File: src/rtl/mem_arbiter.sv
// mem_arbiter: shares one memory port between instruction fetch (IF, read-only)
// and the load/store unit (LSU, read/write). Only one transaction is outstanding
// at a time. Ties alternate between the requesters, responses are registered, and
// a wait-cycle timeout aborts a transaction whose response never arrives.
//
// Ports:
//   clk, rst                  clock; asynchronous active-high reset
//   if_req/if_addr            IF read request (held until if_gnt)
//   if_gnt                    IF accepted this cycle (combinational)
//   if_rvalid/if_rdata/if_err IF completion pulse, data, timeout flag
//   lsu_req/we/addr/wdata/wmask  LSU request (held until lsu_gnt)
//   lsu_gnt                   LSU accepted this cycle (combinational)
//   lsu_rvalid/rdata/err      LSU completion pulse, data (0 on writes), timeout flag
//   mem_valid + mem_* fields  request to memory, held until mem_ready
//   mem_ready                 memory accepts the request
//   mem_rvalid/mem_rdata      memory response
module mem_arbiter #(
  parameter int AW      = 64,
  parameter int DW      = 64,
  parameter int TIMEOUT = 255
) (
  input  logic            clk,
  input  logic            rst,
  input  logic            if_req,
  input  logic [AW-1:0]   if_addr,
  output logic            if_gnt,
  output logic            if_rvalid,
  output logic [DW-1:0]   if_rdata,
  output logic            if_err,
  input  logic            lsu_req,
  input  logic            lsu_we,
  input  logic [AW-1:0]   lsu_addr,
  input  logic [DW-1:0]   lsu_wdata,
  input  logic [DW/8-1:0] lsu_wmask,
  output logic            lsu_gnt,
  output logic            lsu_rvalid,
  output logic [DW-1:0]   lsu_rdata,
  output logic            lsu_err,
  output logic            mem_valid,
  input  logic            mem_ready,
  output logic            mem_we,
  output logic [AW-1:0]   mem_addr,
  output logic [DW-1:0]   mem_wdata,
  output logic [DW/8-1:0] mem_wmask,
  input  logic            mem_rvalid,
  input  logic [DW-1:0]   mem_rdata
);

  localparam int CW = (TIMEOUT > 0) ? $clog2(TIMEOUT + 1) : 1;
  localparam logic [CW-1:0] TO_CNT = CW'(TIMEOUT);

  typedef enum logic [1:0] {IDLE, REQ, WAIT} state_t;

  state_t          state_q, state_d;
  logic            owner_q, owner_d;          // 1 = LSU owns the port
  logic            last_grant_q, last_grant_d; // 1 = LSU granted last
  logic [CW-1:0]   cnt_q, cnt_d;
  logic            mem_valid_q, mem_valid_d;
  logic            mem_we_q, mem_we_d;
  logic [AW-1:0]   mem_addr_q, mem_addr_d;
  logic [DW-1:0]   mem_wdata_q, mem_wdata_d;
  logic [DW/8-1:0] mem_wmask_q, mem_wmask_d;
  logic            if_rvalid_q, if_rvalid_d, if_err_q, if_err_d;
  logic [DW-1:0]   if_rdata_q, if_rdata_d;
  logic            lsu_rvalid_q, lsu_rvalid_d, lsu_err_q, lsu_err_d;
  logic [DW-1:0]   lsu_rdata_q, lsu_rdata_d;

  logic            grant_if, grant_lsu;
  logic            done, done_err;
  logic [DW-1:0]   done_data;

  // Arbitration only happens in IDLE; a tie goes to whoever was not served last.
  always_comb begin
    grant_if  = 1'b0;
    grant_lsu = 1'b0;
    if (state_q == IDLE) begin
      if (if_req && lsu_req) begin
        grant_lsu = !last_grant_q;
        grant_if  = last_grant_q;
      end else begin
        grant_lsu = lsu_req;
        grant_if  = if_req;
      end
    end
  end

  always_comb begin
    state_d      = state_q;
    owner_d      = owner_q;
    last_grant_d = last_grant_q;
    cnt_d        = cnt_q;
    mem_we_d     = mem_we_q;
    mem_addr_d   = mem_addr_q;
    mem_wdata_d  = mem_wdata_q;
    mem_wmask_d  = mem_wmask_q;
    done         = 1'b0;
    done_err     = 1'b0;
    done_data    = '0;
    unique case (state_q)
      IDLE: begin
        if (grant_lsu) begin
          state_d      = REQ;
          owner_d      = 1'b1;
          last_grant_d = 1'b1;
          mem_we_d     = lsu_we;
          mem_addr_d   = lsu_addr;
          mem_wdata_d  = lsu_wdata;
          mem_wmask_d  = lsu_wmask;
        end else if (grant_if) begin
          state_d      = REQ;
          owner_d      = 1'b0;
          last_grant_d = 1'b0;
          mem_we_d     = 1'b0;
          mem_addr_d   = if_addr;
          mem_wdata_d  = '0;
          mem_wmask_d  = '0;
        end
      end
      REQ: begin
        // A response is only meaningful once the request has been accepted.
        if (mem_ready && mem_rvalid) begin
          state_d   = IDLE;
          done      = 1'b1;
          done_data = mem_we_q ? '0 : mem_rdata;
        end else if (mem_ready) begin
          state_d = WAIT;
          cnt_d   = '0;
        end
      end
      WAIT: begin
        cnt_d = cnt_q + 1'b1;
        if (mem_rvalid) begin
          state_d   = IDLE;
          done      = 1'b1;
          done_data = mem_we_q ? '0 : mem_rdata;
        end else if ((TIMEOUT != 0) && (cnt_q == TO_CNT)) begin
          state_d  = IDLE;
          done     = 1'b1;
          done_err = 1'b1;
        end
      end
      default: state_d = IDLE;
    endcase
  end

  always_comb begin
    mem_valid_d  = (state_d == REQ);
    if_rvalid_d  = done && !owner_q;
    if_err_d     = done && !owner_q && done_err;
    if_rdata_d   = (done && !owner_q) ? done_data : if_rdata_q;
    lsu_rvalid_d = done && owner_q;
    lsu_err_d    = done && owner_q && done_err;
    lsu_rdata_d  = (done && owner_q) ? done_data : lsu_rdata_q;
  end

  always_ff @(posedge clk or posedge rst) begin
    if (rst) begin
      state_q      <= IDLE;
      owner_q      <= 1'b0;
      last_grant_q <= 1'b0;
      cnt_q        <= '0;
      mem_valid_q  <= 1'b0;
      mem_we_q     <= 1'b0;
      mem_addr_q   <= '0;
      mem_wdata_q  <= '0;
      mem_wmask_q  <= '0;
      if_rvalid_q  <= 1'b0;
      if_err_q     <= 1'b0;
      if_rdata_q   <= '0;
      lsu_rvalid_q <= 1'b0;
      lsu_err_q    <= 1'b0;
      lsu_rdata_q  <= '0;
    end else begin
      state_q      <= state_d;
      owner_q      <= owner_d;
      last_grant_q <= last_grant_d;
      cnt_q        <= cnt_d;
      mem_valid_q  <= mem_valid_d;
      mem_we_q     <= mem_we_d;
      mem_addr_q   <= mem_addr_d;
      mem_wdata_q  <= mem_wdata_d;
      mem_wmask_q  <= mem_wmask_d;
      if_rvalid_q  <= if_rvalid_d;
      if_err_q     <= if_err_d;
      if_rdata_q   <= if_rdata_d;
      lsu_rvalid_q <= lsu_rvalid_d;
      lsu_err_q    <= lsu_err_d;
      lsu_rdata_q  <= lsu_rdata_d;
    end
  end

  assign if_gnt     = grant_if;
  assign lsu_gnt    = grant_lsu;
  assign if_rvalid  = if_rvalid_q;
  assign if_err     = if_err_q;
  assign if_rdata   = if_rdata_q;
  assign lsu_rvalid = lsu_rvalid_q;
  assign lsu_err    = lsu_err_q;
  assign lsu_rdata  = lsu_rdata_q;
  assign mem_valid  = mem_valid_q;
  assign mem_we     = mem_we_q;
  assign mem_addr   = mem_addr_q;
  assign mem_wdata  = mem_wdata_q;
  assign mem_wmask  = mem_wmask_q;

endmodule

File: config.mk
export PLATFORM = sky130hd
export DESIGN_NAME = mem_arbiter
export DESIGN_NICKNAME = d
export VERILOG_FILES = /design/src/rtl/mem_arbiter.sv
export SDC_FILE = /design/constraint.sdc
export NUM_CORES = 1
export LEC_CHECK = 0
export BUFFER_PORTS_ARGS = -buffer_cell sky130_fd_sc_hd__clkbuf_2
export CAP_MARGIN = 5
export CORE_AREA = 4 4 208 210
export CTS_CLUSTER_DIAMETER = 100
export DETAILED_ROUTE_END_ITERATION = 8
export DIE_AREA = 0 0 212 214
export GPL_ROUTABILITY_DRIVEN = 0
export HOLD_SLACK_MARGIN = 0.08
export PLACE_DENSITY = 0.53
export SLEW_MARGIN = 5
export SYNTH_ARGS = -nofsm -noshare
export SYNTH_HDL_FRONTEND = slang
export SYNTH_SLANG_ARGS = --single-unit
File: constraint.sdc
create_clock -name clk -period 26.7 [get_ports clk]
set_clock_uncertainty 0.2 [all_clocks]
set_input_delay 2.67 -clock clk [delete_from_list [all_inputs] [get_ports clk]]
set_output_delay 2.67 -clock clk [all_outputs]
set_load 0.01 [all_outputs]
==> flow_metrics.env <==
export IMPL_status="completed"
export IMPL_hold_buffers=0
export IMPL_max_freq_ghz=0.149
export IMPL_timing_final_crit_share=0.251
export IMPL_route_detailed_drc=0
export IMPL_ys_seq_area_frac=0.648
export IMPL_first_global_vias=9569
export IMPL_slew_headroom=0.268
export IMPL_reg2reg_slack_ns=23.44
export IMPL_yosysWarningCount=0
export IMPL_fin_util=0.358
export IMPL_timing_final_crit_period_ns=6.71
export IMPL_max_stage_delay_ns=0.51
export IMPL_ys_top_cells_by_area="dfrtp_1 (65%), a32o_1 (12%), a22o_1 (5.9%)"
export IMPL_holdPathEnd="mem_addr[4]$_DFFE_PP0P_"
export IMPL_clockBufferDepth=3
export IMPL_drive_above_1_share=0.447
export IMPL_drt_wl_total_mm=39.6
export IMPL_syn_cell_area_um2=10900
export IMPL_fillCellCount=4241
export IMPL_crit_chain="clkbuf_2, nand2_1, a21oi_4, buf_4, clkbuf_2"
export IMPL_vias_per_cell=4.81
export IMPL_cap_violations=0
export IMPL_power_per_cell_area_nw_per_um2=120
export IMPL_hold_path_depth=2
export IMPL_clkSinkCount=281
export IMPL_regToRegStartpoint="state_q[1]$_DFF_PP0_"
export IMPL_drt_iter0_markers=747
export IMPL_wire_per_inst_um=20.8
export IMPL_cts_tree="built"
export IMPL_startpoint_type="input pin"
export IMPL_worstHoldStart="mem_addr[4]$_DFFE_PP0P_"
export IMPL_antenna_found_initial=3
export IMPL_rsz0062_at_grt="no"
export IMPL_syn_area_per_cell_um2=13.0
export IMPL_cts_max_level=1
export IMPL_cts_root_buf="clkbuf_16"
export IMPL_dr_total_vias=9156
export IMPL_fin_ws_ns=19.99
export IMPL_dpl_instance_area_um2=13900
export IMPL_crit_fanout=65
export IMPL_instances_no_fill=1905
export IMPL_critPathArrivalTime_ns=3.84
export IMPL_p_total_mw=1.79
export IMPL_num_rows=75
export IMPL_r2r_cells=8
export IMPL_initial_core_util=0.261
export IMPL_coreArea_um2=41600
export IMPL_insertion_delay_ns=0.57
export IMPL_cts_buffers=31
export IMPL_final_area_um2=14900
export IMPL_hold_class="register to register"
export IMPL_io_pins=543
export IMPL_place_hpwl_mm=29.0
export IMPL_maxSlewViolCount=0
export IMPL_nNetsFinal=1619
export IMPL_final_common_cell="clkbuf_2"
export IMPL_crit_top_cell="clkbuf_2"
export IMPL_irDropWorstVdd_v=0.0000450
export IMPL_hold_viol=0
export IMPL_syn2layout_area_growth_pct=37.3
export IMPL_crit_start="if_req"
export IMPL_grt_usage=0.166
export IMPL_finalSetupViolCount=0
export IMPL_ant_nets=0
export IMPL_cp_end_kind="output pin"
export IMPL_yosys_area_top_type_share=0.648
export IMPL_worst_hold_slack_ns=0.272
export IMPL_grt_max_degree=127
export IMPL_port_buffers=542
export IMPL_cts_resized=0
export IMPL_dpl_worst_slack_ns=19.99
export IMPL_synth_distinct_cells=32
export IMPL_synth_net_count=1111
export IMPL_dieHeight_um=214
export IMPL_syn_inst=835
export IMPL_critical_path_required_ns=23.83
export IMPL_postCtsSetupRepairBufs=0
export IMPL_grt_ovfl_total=0
export IMPL_critical_path_class="input pin to output pin"
export IMPL_grt_first_pass_wirelength_mm=59.3
export IMPL_p_leak_nw=7.77
export IMPL_setup_tns_ns=0
export IMPL_yosys_area_top_type="dfrtp_1"
export IMPL_firstDrtPassIters=4
export IMPL_die_area_um2=45400
export IMPL_clk_pin_slew_worst_paths_ns=0.06
export IMPL_dp_cells=1849
export IMPL_ys_ff_latch=281
export IMPL_slowest_stage="buf_4"
export IMPL_final_cell_mix="clkbuf_2 (542), dfrtp_1 (281), nand2_1 (138), a32o_1 (128), a22o_1 (73)"
export IMPL_r2r_end="mem_addr[62]$_DFFE_PP0P_"
export IMPL_tightest_slew_ns=1.10
export IMPL_die_w_um=212
power breakdown:
part           internal (mW)  switching [mW]  leakage, nW
clock                  0.234           0.170        0.471
sequential             0.607           0.108         3.62
combinational          0.278           0.398         3.68
cell usage after synthesis:
library cell and instances:
nand2_1 140, nor2b_1 4, clkbuf_1 19, nand3_1 7
buf_1 7, buf_4 6, a21oi_1 5, o211a_1 1
a221oi_1 1, inv_1 7, o21ai_0 9, xnor2_1 4
nand2b_2 1, nor2_1 10, nor3b_2 1, o21bai_1 1
ha_1 5, a2111oi_2 1, nand2b_1 2, and2b_1 1
buf_2 35, o31ai_1 1, and2_1 3, a32o_1 128
a22oi_1 64, nand3b_1 1, nor3_1 1, nand4_1 2
a22o_1 73, buf_6 12, a211oi_1 2, dfrtp_1 281
state kept, by name (all words and copies together) (netlist names), 2 cells and up:
name / flops
cnt_q: 8
mem_addr: 64
mem_wmask: 8
if_rdata: 64
mem_wdata: 64
state_q: 2
lsu_rdata: 64
logic make-up (layout without fill, tap and decap cells):
logic type / Yosys count / count (layout) / share of synthesized area
XOR/XNOR: 4 / 4 / 0.00323
AND/OR/NAND/NOR: 173 / 173 / 0.0653
other: 0 / 1 / 0
adder cells (fa/ha/maj): 5 / 5 / 0.00577
AO/OA/AOI/OAI: 286 / 286 / 0.234
flip-flops: 281 / 281 / 0.648
buffers and inverters: 86 / 616 / 0.0442
cell type report:
cell class	count	area [µm²]	area share
inverters	7	33.8	0.00227
diodes	1	2.50	0.000168
flip-flops and latches	281	7030	0.472
clock buffers	45	868	0.0583
clock inverters	10	87.6	0.00588
repair buffers	554	2800	0.188
multi-input cells	468	3400	0.228
well taps	539	674	0.0453
per-layer routing:
layer,track usage,up-vias,share of wire
met2,0.285,405,0.49
li1,-,4202,-
met5,0,-,0.00033
met3,0.0438,52,0.085
met1,0.203,4495,0.39
met4,0.0497,2,0.027
worst max-delay path by stage:
stage                                 endpoint  cells past startpoint
after floorplan           cnt_q[0]$_DFFE_PP0P_                      1
after global placement                  if_gnt                      5
after detailed placement                if_gnt                      5
after CTS                               if_gnt                      5
after global routing                    if_gnt                      5
final                                   if_gnt                      5
critical path, delay by kind of cell:
kind	cells	cell delay (ns)
compound gates	1	0.12
buf+inv	3	0.92
simple gates	1	0.12
No activity file was read; power rests on OpenSTA's default activity.
